<file path="config.mk">
export PLATFORM = sky130hd
export DESIGN_NAME = wavegen_rate_ctrl
export DESIGN_NICKNAME = d
export VERILOG_FILES = /design/src/rtl/wavegen_pkg.sv /design/src/rtl/bcd_digit_cnt.sv /design/src/rtl/wavegen_rate_ctrl.sv
export SDC_FILE = /design/constraint.sdc
export NUM_CORES = 1
export LEC_CHECK = 0
export BUFFER_PORTS_ARGS = -buffer_cell sky130_fd_sc_hd__buf_2
export CORE_AREA = 4 4 113 125
export CTS_CLUSTER_DIAMETER = 200
export DETAILED_ROUTE_END_ITERATION = 8
export DIE_AREA = 0 0 117 129
export GPL_TIMING_DRIVEN = 0
export MAX_ROUTING_LAYER = met4
export PLACE_DENSITY = 0.69
export SETUP_SLACK_MARGIN = 0.02
export SLEW_MARGIN = 20
export SYNTH_ARGS = -nofsm -noshare
export SYNTH_HDL_FRONTEND = slang
export SYNTH_SLANG_ARGS = --single-unit
</file>
<file path="constraint.sdc">
create_clock -name clk100 -period 4.06 [get_ports clk100]
set_input_delay 0.203 -clock clk100 [delete_from_list [all_inputs] [get_ports clk100]]
set_output_delay 0.203 -clock clk100 [all_outputs]
set_load 0.05 [all_outputs]
</file>
<file path="src/rtl/wavegen_pkg.sv">
// Shared constants, FSM encoding and BCD helper
// for the waveform rate controller.
package wavegen_pkg;
  localparam int CLK_HZ_DEF = 100_000_000;
  localparam int ACC_W_DEF  = 27;
  localparam int PH_W_DEF   = 8;
  localparam int T_MAX_DEF  = 4;
  localparam int FREQ_W     = 13;

  typedef enum logic [1:0] {
    ST_STOP = 2'd0,
    ST_RUN  = 2'd1,
    ST_PEND = 2'd2
  } state_e;

  localparam logic [1:0] WT_TRI = 2'b00;
  localparam logic [1:0] WT_SQR = 2'b01;
  localparam logic [1:0] WT_SAW = 2'b10;
  localparam logic [1:0] WT_SIN = 2'b11;

  function automatic logic [FREQ_W-1:0] bcd2bin(
    input logic [15:0] b
  );
    return FREQ_W'(b[15:12]) * FREQ_W'(1000)
         + FREQ_W'(b[11:8])  * FREQ_W'(100)
         + FREQ_W'(b[7:4])   * FREQ_W'(10)
         + FREQ_W'(b[3:0]);
  endfunction
endpackage

</file>
<file path="src/rtl/bcd_digit_cnt.sv">
// One BCD digit: increments on a pulse,
// wraps MAX -> 0, no carry out.
module bcd_digit_cnt #(
  parameter logic [3:0] MAX = 4'd9
) (
  input  logic       i_clk,
  input  logic       i_clr,
  input  logic       i_inc,
  output logic [3:0] o_digit
);
  logic [3:0] r_digit;

  always_ff @(posedge i_clk) begin
    if (i_clr) begin
      r_digit <= '0;
    end else if (i_inc) begin
      r_digit <= (r_digit == MAX) ? '0
                                  : r_digit + 4'd1;
    end
  end

  assign o_digit = r_digit;
endmodule

</file>
<file path="src/rtl/wavegen_rate_ctrl.sv">
// Frequency keys, phase-accumulator rate generator and
// wrap-synchronised commit of frequency / wave type.
module wavegen_rate_ctrl
  import wavegen_pkg::*;
#(
  parameter int CLK_HZ = CLK_HZ_DEF,
  parameter int ACC_W  = ACC_W_DEF,
  parameter int PH_W   = PH_W_DEF,
  parameter int T_MAX  = T_MAX_DEF
) (
  input  logic            clk100,
  input  logic            clr,
  input  logic            key_t_p,
  input  logic            key_h_p,
  input  logic            key_d_p,
  input  logic            key_u_p,
  input  logic [1:0]      wave_type_in,
  output logic [15:0]     bcd_disp,
  output logic [1:0]      wave_type,
  output logic [PH_W-1:0] phase,
  output logic            sample_en,
  output logic            running,
  output logic            pending
);
  localparam logic [ACC_W:0] LP_MOD =
    (ACC_W+1)'(CLK_HZ);

  logic [3:0]        w_t, w_h, w_d, w_u;
  logic [FREQ_W-1:0] r_freq;
  logic [ACC_W-1:0]  r_new_step, r_step, r_acc;
  logic [1:0]        r_wt_in, r_wt;
  logic [PH_W-1:0]   r_phase;
  logic              r_sen;
  state_e            r_state;

  state_e            w_nx_state;
  logic [ACC_W-1:0]  w_nx_step, w_nx_acc;
  logic [1:0]        w_nx_wt;
  logic [PH_W-1:0]   w_nx_phase;
  logic              w_nx_sen;
  logic [ACC_W:0]    w_sum;
  logic              w_hit, w_req, w_last;

  bcd_digit_cnt #(.MAX(4'(T_MAX))) u_t (
    .i_clk(clk100), .i_clr(clr),
    .i_inc(key_t_p), .o_digit(w_t));
  bcd_digit_cnt #(.MAX(4'd9)) u_h (
    .i_clk(clk100), .i_clr(clr),
    .i_inc(key_h_p), .o_digit(w_h));
  bcd_digit_cnt #(.MAX(4'd9)) u_d (
    .i_clk(clk100), .i_clr(clr),
    .i_inc(key_d_p), .o_digit(w_d));
  bcd_digit_cnt #(.MAX(4'd9)) u_u (
    .i_clk(clk100), .i_clr(clr),
    .i_inc(key_u_p), .o_digit(w_u));

  assign w_sum  = {1'b0, r_acc} + {1'b0, r_step};
  assign w_hit  = (w_sum >= LP_MOD);
  assign w_last = &r_phase;
  assign w_req  = (r_new_step != r_step) ||
                  (r_wt_in != r_wt);

  always_comb begin
    w_nx_state = r_state;
    w_nx_step  = r_step;
    w_nx_wt    = r_wt;
    w_nx_phase = r_phase;
    w_nx_acc   = r_acc;
    w_nx_sen   = 1'b0;
    unique case (r_state)
      ST_STOP: begin
        w_nx_acc = '0;
        if (w_req) begin
          w_nx_step  = r_new_step;
          w_nx_wt    = r_wt_in;
          w_nx_phase = '0;
          if (r_new_step != '0) w_nx_state = ST_RUN;
        end
      end
      ST_RUN, ST_PEND: begin
        if (w_hit) begin
          w_nx_acc   = ACC_W'(w_sum - LP_MOD);
          w_nx_sen   = 1'b1;
          w_nx_phase = r_phase + 1'b1;
        end else begin
          w_nx_acc = ACC_W'(w_sum);
        end
        if (r_state == ST_RUN) begin
          if (w_req) w_nx_state = ST_PEND;
        end else if (w_hit && w_last) begin
          // commit only at the period boundary
          w_nx_step = r_new_step;
          w_nx_wt   = r_wt_in;
          if (r_new_step == '0) begin
            w_nx_state = ST_STOP;
            w_nx_acc   = '0;
          end else begin
            w_nx_state = ST_RUN;
          end
        end
      end
      default: w_nx_state = ST_STOP;
    endcase
  end

  always_ff @(posedge clk100) begin
    if (clr) begin
      r_freq     <= '0;
      r_new_step <= '0;
      r_wt_in    <= WT_TRI;
      r_state    <= ST_STOP;
      r_step     <= '0;
      r_wt       <= WT_TRI;
      r_phase    <= '0;
      r_acc      <= '0;
      r_sen      <= 1'b0;
    end else begin
      r_freq     <= bcd2bin({w_t, w_h, w_d, w_u});
      r_new_step <= ACC_W'(r_freq) << PH_W;
      r_wt_in    <= wave_type_in;
      r_state    <= w_nx_state;
      r_step     <= w_nx_step;
      r_wt       <= w_nx_wt;
      r_phase    <= w_nx_phase;
      r_acc      <= w_nx_acc;
      r_sen      <= w_nx_sen;
    end
  end

  assign bcd_disp  = {w_t, w_h, w_d, w_u};
  assign wave_type = r_wt;
  assign phase     = r_phase;
  assign sample_en = r_sen;
  assign running   = (r_state != ST_STOP);
  assign pending   = (r_state == ST_PEND);
endmodule

</file>
* After elaboration in Yosys (flattened, before gate mapping)
Index checks and enable logic that the tools add are counted.
** Word-level totals
- Register bits after elaboration :: 125
- Word-level logic and storage cells :: 85
** Cells by class
- $add $sub $neg :: 10
- Multipliers :: 3
- Order comparisons :: 1
- Eq/ne operators :: 15
- Muxes and demuxes :: 28
- Bitwise logic cells :: 1
- Reduce and logical (&&, ||, !) cells :: 13
** Operator list (count)
- two-way mux 27 bit :: 7
- one-hot mux 27 bit (2 select lines) :: 2
- adder 27 x 27 -> 28 bit :: 1
- >= comparator 28 x 27 -> 1 bit, second input constant :: 1
- logical NOT 27 bit :: 1
- inequality test 27 bit :: 1
- nonzero test 27 bit :: 1
- subtractor 27 bit, second input constant :: 1
- adder 4 x 1 -> 4 bit, second input constant :: 4
- two-way mux 2 bit :: 8
- two-way mux 4 bit :: 4
- two-way mux 8 bit :: 2
- one-hot mux 8 bit (2 select lines) :: 1
- adder 13 x 11 -> 13 bit :: 1
- adder 13 x 4 -> 13 bit :: 1
- adder 13 x 8 -> 13 bit :: 1
- == test 4 bit, second input constant :: 3
- multiplier 4 x 7 -> 10 bit, second input constant :: 1
- inequality test 2 bit, second input constant :: 5
- multiplier 4 x 5 -> 9 bit, second input constant :: 1
- adder 8 x 1 -> 8 bit, second input constant :: 1
- one-hot mux 2 bit (2 select lines) :: 2
- AND reduction 4 bit :: 2
- AND reduction 8 bit :: 1
- 14 further kinds :: 18

* Longest topological paths before layout
- Depth in word-level cells :: 7
- Depth in mapped cells :: 18
- Mapped depth without buffers :: 18

* By module
A second synthesis with hierarchy kept.
** Second synthesis, totals
- Cells, all modules :: 718
- Area total of the unflattened synthesis :: 6444.9 um^2
** Modules (own cells, without submodules)
- wavegen_rate_ctrl :: instances 1, cells each 640, area each 5698.0 um^2, sequential area each 1461.4 um^2
- bcd_digit_cnt at u_d ... :: instances 3, cells each 18, area each 178.9 um^2, sequential area each 80.1 um^2
- bcd_digit_cnt at u_t :: instances 1, cells each 24, area each 210.2 um^2, sequential area each 80.1 um^2

* Worst setup path after synthesis
No wires, ideal clock.
- Path type :: register -> register
- Start point :: register u_t.r_digit[2], in the netlist u_t.o_digit[2]
- End point :: register r_freq[12]
- Arrival time :: 4209 ps
- Required time :: 3932 ps
- Slack :: -276 ps
- Cell stages (with the launch flop) :: 16
- Path buffers :: 0
- Cell sequence :: dfxtp_1 -> ha_1 -> inv_1 -> fa_1 -> fa_1 -> inv_1 -> fa_1 -> ha_1 -> ha_1 -> a21oi_1 -> o21bai_1 -> a21oi_1 -> o21bai_1 -> a21oi_1 -> xnor2_1 -> nor2_1
** On the way
- Longest elaborated chain between the ends :: 4
** Ends and longest elaborated chain
- start, declared :: line bcd_digit_cnt.sv:11 : logic [3:0] r_digit;
- start signal, assigned :: line bcd_digit_cnt.sv:17 : r_digit <= (r_digit == MAX) ? '0
- multiplier 4 x 7 -> 10 bit :: line wavegen_pkg.sv:24 : return FREQ_W'(b[15:12]) * FREQ_W'(1000)
- adder 13 x 11 -> 13 bit :: line wavegen_pkg.sv:25 : + FREQ_W'(b[11:8]) * FREQ_W'(100)
- adder 13 x 8 -> 13 bit :: line wavegen_pkg.sv:26 : + FREQ_W'(b[7:4]) * FREQ_W'(10)
- adder 13 x 4 -> 13 bit :: line wavegen_pkg.sv:27 : + FREQ_W'(b[3:0]);
- end signal, assigned :: line wavegen_rate_ctrl.sv:118 : r_freq <= bcd2bin({w_t, w_h, w_d, w_u});
- end, declared :: line wavegen_rate_ctrl.sv:29 : logic [FREQ_W-1:0] r_freq;
No other way between the ends.
A chain may end at the register's enable or synchronous reset.

* Final worst setup path
Ends and elaborated chain as after synthesis.

==> metrics.yaml <==
clkPwrFrac_pct: 30.2
cts-buffers-inserted: 9
skew_ns: 0.00927
power_density_nw_per_um2: 396
grt.total_usage_pct: 19.6
syn-instance-count: 712
die_w_um: 117
drive_gt1_share_pct: 15.6
finalNonFillerCells: 928
synthTopCellsByArea: "dfxtp_1 (28%), ha_1 (14%), xnor2_1 (8.2%), fa_1 (5.7%), nor2_1 (4.0%)"
grt_max_degree: 17
num_rows: 43
clock-sinks: 89
synth_flop_cell: "dfxtp_1"
worst_slew_pin_slew_ns: 0.823
ios: 37
reg2reg_to: "r_freq[12]$_SDFF_PP0_"
antenna_found_initial: 0
r2r-start: "u_t.o_digit[2]$_SDFFE_PP0P_"
setup_viol: 0
seq_power_share_pct: 35.1
path_class: "reg -> reg"
hold_buffers: 0
dp_cells: 905
grt.busiest_layer: "met2"
crit_required_ns: 4.27
met3_usage_pct: 3.39
hold_depth: 2
grt_util_met1_pct: 24.6
place_ws_ns: -0.0530
synth_fa_ha_area_share_pct: 20.0
met2_usage_pct: 32.0
clock_latency_ns: 0.35
core_um2: 12700
cap_viol_max_count: 0
path_cells: "fa_2 -> inv_1 -> fa_1 -> inv_1 -> ha_4 -> a21o_1 -> a21oi_2 -> xnor2_1 -> ha_1 -> ha_1 -> ha_1 -> inv_1 -> o21bai_1 -> a21oi_1 -> xnor2_1 -> nor2_1"
synthXorXnorAreaFrac_pct: 10.1
clockBufferDepth: 2
htree_levels: 3
ir_drop_uv: 298
yosysTopAreaCellShare_pct: 28.3
synth_area_um2: 6300
hold_violations: 0
dieHeight_um: 129
wirelength_um: 13600
finalNetCount: 864
die_area_um2: 15100
first_global_vias: 4882
crit_fanout: 8
worstPathArrival_ns: 4.11
port_buffers: 36
dp.final_hpwl_um: 10500
syn_area_per_cell_um2: 8.85
r2r_cells: 16
combPwrFrac_pct: 34.7
synth_top_family_by_area: "adder cells"
synth-edff-count: 0
yosys.cell_types.count: 61
run_status: "finished clean"
worstHoldStart: "wave_type_in[1]"
hold-path-endpoint: "r_wt_in[1]$_SDFF_PP0_"
setup_slack_ns: 0.161
synth.area.mux_share_pct: 3.69
min_path_type: "in -> reg"
p_sw_mw: 1.02
diodes: 0
leakage_nw: 3.18
drc: 0
crit_slowest_cell: "fa_2"
start_util_pct: 49.6
fin_crit_ns: 3.90
dr.pass1.iters: 4
ys_seq_area_share_pct: 28.3
area_growth_pct: 13.6
synth_compound_area_share_pct: 14.9
fin_crit_sh_pct: 96.0
first_iter_violations: 197
slew-limit-headroom_pct: 44.6
place_congestion: 0.890
p_int_mw: 1.81
path_clk_slew_ns: 0.06
syn_nets: 810
fmaxAchievable_ghz: 0.256
synth_warnings: 0
routedWlPerCell_um: 14.7
routed_via_density: 5.38
synthSimpleGateAreaFrac_pct: 16.9
n_fill_cell: 1161
cts_tree: "built"
cp-start-kind: "flip-flop"
postSynth.asyncResetShare_pct: 0
maxSlewViolCount: 0
cts_root_buf: "clkbuf_16"
final.setup.tns_ns: 0
max_stage_delay_ns: 0.61
yosysTopAreaCell: "dfxtp_1"
worst_setup_path_end_kind: "flip-flop"
switching_share_pct: 36.1
ys_ff_latch: 89
grt_overflow: 0
vias: 4996
ant_nets: 0
grt_pass1_wl_um: 23000
reg2reg_slack_ns: 0.16
==> power groups by stage <==
| stage | sequential (mW) | combinational (mW) | clock, mW |
|---|---|---|---|
| 2_1_floorplan | 1.06 | 0.705 | 0 |
| 3_3_place_gp | 1.01 | 0.923 | 0 |
| 3_5_place_dp | 1.02 | 0.947 | 0 |
| 4_1_cts | 0.997 | 0.956 | 0.882 |
| 5_1_grt | 1.01 | 1.08 | 0.919 |
| 6_report | 0.996 | 0.985 | 0.855 |
==> final cells by class <==
type                    count  area [um^2]  area share, %
clock buffers               9          225           3.15
clock inverters             7         77.6           1.08
plain buffers              22          133           1.85
multi-input cells         535         4250           59.3
inverters                  66          251           3.51
repair buffers             43          233           3.25
flip-flops and latches     89         1800           25.1
well taps                 157          196           2.74
==> flip-flops by register name, summed over array words and instances (netlist names) <==
signal,flops
r_acc,19
r_freq,13
r_new_step,13
r_step,13
phase,8
u_d.o_digit,4
u_h.o_digit,4
u_t.o_digit,4
u_u.o_digit,4
r_state,2
r_wt_in,2
wave_type,2
sample_en,1
==> repair_timing <==
| action | 4_1_cts | 5_1_grt |
|---|---|---|
| pin swaps | 0 | 10 |
| setup buffers | 1 | 6 |
| gates resized for setup | 6 | 14 |
| setup endpoints to repair | 2 | 15 |
==> through the flow <==
step / hold WS [ns] / total power, mW / util [%] / area (um^2)
after floorplan: 0.331 / 1.77 / - / 6310
after global placement: 0.422 / 1.94 / 52.7 / 6690
after detailed placement: 0.424 / 1.96 / 52.7 / 6690
after CTS: 0.0729 / 2.84 / 55.3 / 7020
after global routing: 0.0829 / 3.01 / 56.4 / 7160
final: 0.0816 / 2.84 / 56.4 / 7160
==> worst max-delay path, delay by kind of cell (launching register included) <==
family / cells / cell delay (ns)
AO/OA/AOI/OAI: 4 / 0.61
flip-flops: 1 / 0.38
buffers and inverters: 3 / 0.23
XOR/XNOR: 2 / 0.27
adder cells (fa/ha/maj): 6 / 2.21
AND/OR/NAND/NOR: 1 / 0.05
==> synthesized netlist by cell type (all sizes together), types with 3 or more instances <==
cell type and number:
dfxtp 89, ha 72, nor2 67, inv 66
xnor2 59, nand2 49, a21oi 39, o21ai 39
nor2b 31, mux2i 21, fa 18, nand3 17
xor2 13, clkbuf 12, buf 10, nand4 10
or3 9, a211oi 7, nor3 7, o21bai 7
a21o 6, and3 6, and2 5, nor4 5
o211ai 5, o31ai 4, a31oi 3, a41oi 3
nand2b 3, nor3b 3, o21a 3
==> cells by family (layout without fill, tap and decap cells) <==
family / count (synthesis) / in the layout
AO/OA/AOI/OAI: 133 / 133
adder cells (fa/ha/maj): 90 / 90
multiplexers: 23 / 23
AND/OR/NAND/NOR: 217 / 217
buffers and inverters: 88 / 147
XOR/XNOR: 72 / 72
flip-flops: 89 / 89
==> per-layer routing <==
metal	share of wire [%]	vias up	wire, um
met5	0	-	0
met4	1.7	0	235
met3	2.5	14	336
met2	50	64	6740
met1	46	2380	6280
li1	-	2538	-
==> worst max-delay path by stage <==
stage | startpoint | depth (start not counted) | slack (ns) | to
final | u_t.o_digit[2]$_SDFFE_PP0P_ | 16 | 0.16 | r_freq[12]$_SDFF_PP0_
after global routing | u_d.o_digit[1]$_SDFFE_PP0P_ | 18 | -0.0008 | r_freq[11]$_SDFF_PP0_
after detailed placement | u_t.o_digit[0]$_SDFFE_PP0P_ | 14 | -0.05 | r_freq[12]$_SDFF_PP0_
after global placement | u_t.o_digit[0]$_SDFFE_PP0P_ | 14 | 0.006 | r_freq[12]$_SDFF_PP0_
after floorplan | u_t.o_digit[1]$_SDFFE_PP0P_ | 15 | 0.02 | r_freq[12]$_SDFF_PP0_
after CTS | u_t.o_digit[2]$_SDFFE_PP0P_ | 15 | 0.04 | r_freq[12]$_SDFF_PP0_
==> cell usage in the layout, fill, tap and decap left out, types with 11 or more instances in the layout <==
cell type	Yosys	final
nand3_1	17	17
o21ai_0	24	23
inv_1	66	65
nor2_1	67	67
nor2b_1	31	31
ha_1	72	67
xor2_1	12	12
dfxtp_1	89	83
a21oi_1	39	33
xnor2_1	59	58
fa_1	18	17
buf_2	4	40
nand2_1	49	49
o21ai_2	11	11
clkbuf_1	12	12
mux2i_1	21	21
(Power assumes the default switching activity.)
